`config.mk`:
```
export PLATFORM = sky130hd
export DESIGN_NAME = word_memory_bank
export DESIGN_NICKNAME = d
export VERILOG_FILES = /design/src/rtl/word_memory_bank.sv
export SDC_FILE = /design/constraint.sdc
export NUM_CORES = 1
export LEC_CHECK = 0
export ABC_AREA = 1
export CAP_MARGIN = 20
export CORE_MARGIN = 3
export CORE_UTILIZATION = 33
export CTS_CLUSTER_SIZE = 14
export DETAILED_ROUTE_END_ITERATION = 8
export GPL_TIMING_DRIVEN = 0
export PLACE_DENSITY_LB_ADDON = 0.12
export SYNTH_ARGS = -nofsm -noshare
export SYNTH_HDL_FRONTEND = slang
export SYNTH_SLANG_ARGS = --single-unit
```
`constraint.sdc`:
```
create_clock -name clk -period 1.6 [get_ports clk]
set_input_delay 0.48 -clock clk [delete_from_list [all_inputs] [get_ports clk]]
set_output_delay 0.48 -clock clk [all_outputs]
set_load 0.03 [all_outputs]
```
`src/rtl/word_memory_bank.sv`:
```
// Register-file bank of DEPTH words with a one-cycle registered read port and a
// multi-cycle clear sweep that zeroes one word per clock.
module word_memory_bank #(
  parameter  int WIDTH = 8,
  parameter  int DEPTH = 4,
  localparam int AW    = $clog2(DEPTH)
) (
  input  logic             clk,
  input  logic             reset,
  input  logic [WIDTH-1:0] data,
  input  logic [AW-1:0]    addr,
  input  logic             store,
  input  logic             clear,
  input  logic [AW-1:0]    rd_addr,
  output logic [WIDTH-1:0] memory,
  output logic [WIDTH-1:0] n_mem,
  output logic             busy,
  output logic             clr_done
);

  typedef enum logic {IDLE, SWEEP} state_t;

  state_t                      state, state_d;
  logic [AW-1:0]               idx, idx_d;
  logic                        done_d;
  logic                        wr_en;
  logic [DEPTH-1:0][WIDTH-1:0] word_q, word_d;
  logic [WIDTH-1:0]            rd_next;

  // clear outranks store, and nothing is written while a sweep runs
  assign wr_en = (state == IDLE) && store && !clear;

  for (genvar i = 0; i < DEPTH; i++) begin : g_word
    logic zero_hit, wr_hit;
    assign zero_hit  = (state == SWEEP) && (idx == AW'(i));
    assign wr_hit    = wr_en && (addr == AW'(i));
    assign word_d[i] = zero_hit ? '0 : (wr_hit ? data : word_q[i]);
  end

  // Reading the post-edge value gives write and sweep forwarding for free;
  // addresses past DEPTH match no word and read zero.
  always_comb begin
    rd_next = '0;
    for (int i = 0; i < DEPTH; i++)
      if (rd_addr == AW'(i)) rd_next = word_d[i];
  end

  always_comb begin
    state_d = state;
    idx_d   = idx;
    done_d  = 1'b0;
    case (state)
      IDLE: begin
        if (clear) begin
          state_d = SWEEP;
          idx_d   = '0;
        end
      end
      SWEEP: begin
        if (idx == AW'(DEPTH - 1)) begin
          state_d = IDLE;
          idx_d   = '0;
          done_d  = 1'b1;
        end else begin
          idx_d = idx + AW'(1);
        end
      end
      default: begin
        state_d = IDLE;
        idx_d   = '0;
      end
    endcase
  end

  always_ff @(posedge clk or posedge reset) begin
    if (reset) begin
      state    <= IDLE;
      idx      <= '0;
      clr_done <= 1'b0;
      word_q   <= '0;
      memory   <= '0;
    end else begin
      state    <= state_d;
      idx      <= idx_d;
      clr_done <= done_d;
      word_q   <= word_d;
      memory   <= rd_next;
    end
  end

  assign busy  = (state == SWEEP);
  assign n_mem = ~memory;

endmodule
```
==> run summary <==
Status -> completed
CP Data Arrival Time -> 1.07 ns
Final instance area -> 0.00289 mm^2
Die Y -> 88.3 um
Starting density of the core -> 34.6%
Worst-path clk slew -> 0.08 ns
Leading cell type in the layout, fill and taps excluded -> nand2_1
Crit Path Class -> flip-flop to primary output
GRT busiest layer -> met1
Ports -> 34
GRT Overall Usage -> 17.7%
Met3 GRT Util -> 3.63%
Met2 Usage GRT -> 25.4%
Register area share after synthesis -> 49.2%
Fin. max-slew vios -> 0
Top cells by area, synth -> dfrtp_1, nand2_1, nand3_1
Comb power frac -> 39.9%
Worst path slowest cell -> dfrtp_1
Clock Sinks -> 44
Int Pwr -> 2.23 mW
Commonest cells after routing, fill and taps aside -> nand2_1, nand3_1, dfrtp_1, a21oi_1, nand4_1
Die area -> 0.00780 mm^2
Vias -> 2057
DRC Markers -> 0
Drt total wl -> 6410 um
Hold Buf Count CTS -> 0
Synthesized area per cell -> 8.32 um^2
Vias in the first global route -> 1947
Yosys reg bits -> 44
Post-route minimum period -> 1.55 ns
Switching Share -> 39.4%
Worst-Margin Slew -> 0.470 ns
Max frequency -> 646 MHz
GR Overflow Total -> 0
Clock power frac -> 22.0%
Max Buffers Root-to-Sink -> 2
Mux cell area share after synthesis -> 0%
Placed Area -> 0.00268 mm^2
Root Buffer -> clkbuf_8
Vias per std cell -> 5.21
Synth area leader -> dfrtp_1
Area Growth Syn to Fin -> 29.3%
Die X -> 88.3 um
Cells after synthesis -> 269
Area fraction of the dominant cell type after synthesis -> 49.2%
Ant diodes -> 0
H-tree Lvls -> 2
WHS -> 0.437 ns
Largest net degree at the start of global routing -> 35
TritonCTS Buffers -> 5
DR WL/cell -> 16.2 um
Detailed Route Iter0 Violations -> 132
TritonCTS clock tree -> built
Port Buffers -> 33
Largest family of logic cells by synthesized area -> simple AND/OR/NAND/NOR gates
Layout cell share with drive strength beyond 1 -> 16.0%
DR pass1 iterations -> 4
Hold Path Class -> input port to asynchronous set/reset pin
Psw -> 1.45 mW
Critical path cell sequence -> inv_1, clkdlybuf4s15_1
Post-synthesis compound-gate area fraction -> 7.49%
Core area -> 0.00646 mm^2
Max_cap viols -> 0
Hold Violations, Final -> 0
HPWL after DPL -> 4540 um
Worst relative slew slack -> 68.6%
Setup crit end kind -> primary output
Final ANT Viol Nets -> 0
Initial antenna violation count -> 0
Routability Congestion -> 0.828
Clock Latency Late Sink -> 0.29 ns
Synthesized area -> 0.00224 mm^2
Final #Nets -> 339
Row cnt -> 29
Synth Area in Simple Gates -> 34.9%
Post-Syn Nets -> 289
Worst-path fanout max -> 2
Netlist cell types -> 19
Part of the power in registers -> 38.1%
Pwr dens -> 1270 mW/mm^2
CP startpoint kind -> flip-flop
YS warnings -> 0
Final Setup Violations -> 0
Met1 Use GR -> 25.7%
Clock skew -> 0.00877 ns
First-pass GRT wire length -> 10300 um
Final period util -> 96.7%
Slowest stage delay, CP -> 0.38 ns
XOR/XNOR Fraction of Synth Area -> 0%
Cell leakage power -> 1.49 nW
Adder-cell area share of the yosys netlist -> 2.24%
Critical Path RT -> 1.12 ns
Max rail drop VDD -> 0.878 mV
RSZ-0062 raised after global routing -> true
critical path, delay by kind of cell (launching register included):
family	cells	cell delay (ns)
DFF	1	0.38
buffers and inverters	2	0.40
final timing paths:
| path | from | endpoint | slack (ns) | cells past startpoint |
|---|---|---|---|---|
| setup / recovery | memory[5] | n_mem[5] | 0.05 | 2 |
| setup reg to reg | busy | memory[0] | 0.10 | 9 |
| hold reg to reg | word_q[25] | word_q[25] | 0.53 | 2 |
| hold / removal | reset | word_q[17] | 0.44 | 2 |
| max in group asynchronous | reset | word_q[27] | 0.71 | 3 |
| min in group clk | word_q[25] | word_q[25] | 0.53 | 2 |
cell families after synthesis:
group                    after synthesis
flip-flops                            44
AND/OR/NAND/NOR                      160
adder cells (fa/ha/maj)                4
buffers and inverters                 28
AO/OA/AOI/OAI                         33
per-stage QoR:
stage / util (%) / total power [mW] / setup WS [ns] / TNS [ns] / instances
floorplan: - / 2.34 / 0.0889 / 0 / 269
global placement: 41.2 / 2.81 / -0.939 / -58.19 / 379
detailed placement: 41.6 / 2.83 / -0.653 / -16.94 / 380
CTS: 43.4 / 3.60 / 0.00270 / 0 / 387
global route: 44.8 / 3.96 / 0.000128 / 0 / 395
finish: 44.8 / 3.68 / 0.0522 / 0 / 395
registers in the layout (all words and copies together) (netlist names):
register and flops:
busy 1, clr_done 1, idx 2, memory 8, word_q 32
power by group through the flow:
stage          registers, mW  clock network [mW]  logic, mW
2_1_floorplan           1.52                   0      0.814
3_3_place_gp            1.42                   0       1.39
3_5_place_dp            1.43                   0       1.40
4_1_cts                 1.40               0.839       1.35
5_1_grt                 1.43               0.901       1.63
6_report                1.40               0.809       1.47
synth_stat cells:
cell type	n
inv_1	17
nand3_4	1
nor2_1	4
buf_2	2
nor2_2	3
clkinv_1	2
ha_1	4
nand4_1	24
buf_6	4
dfrtp_1	44
nor2_8	1
a21oi_1	32
nor2_4	1
nand3_1	48
nand3_2	2
o31ai_1	1
nand2_2	1
inv_2	3
nand2_1	75
repair_timing:
action | 4_1_cts | 5_1_grt
endpoints found under the setup margin | 50 | 27
gates cloned | 0 | 2
pin swaps | 1 | 7
resized for setup | 29 | 33
setup buffers | 1 | 6
area by class of cell:
cell class,instances,area (um^2)
plain buffers,6,67.6
well taps,77,96.3
multi-input cells,197,1050
repair inverters,1,7.51
repair buffers,42,377
clock inverters,1,30.0
clock buffers,5,68.8
fillers,657,3570
inverters,22,90.1
flip-flops and latches,44,1100
metal layers:
layer	routed length [um]	vias to the layer above	part of all wire [%]
met3	438	16	6.8
li1	-	1024	-
met5	0	-	0
met2	2820	69	44
met1	2950	948	46
met4	195	0	3.0
(Power assumes the default switching activity.)
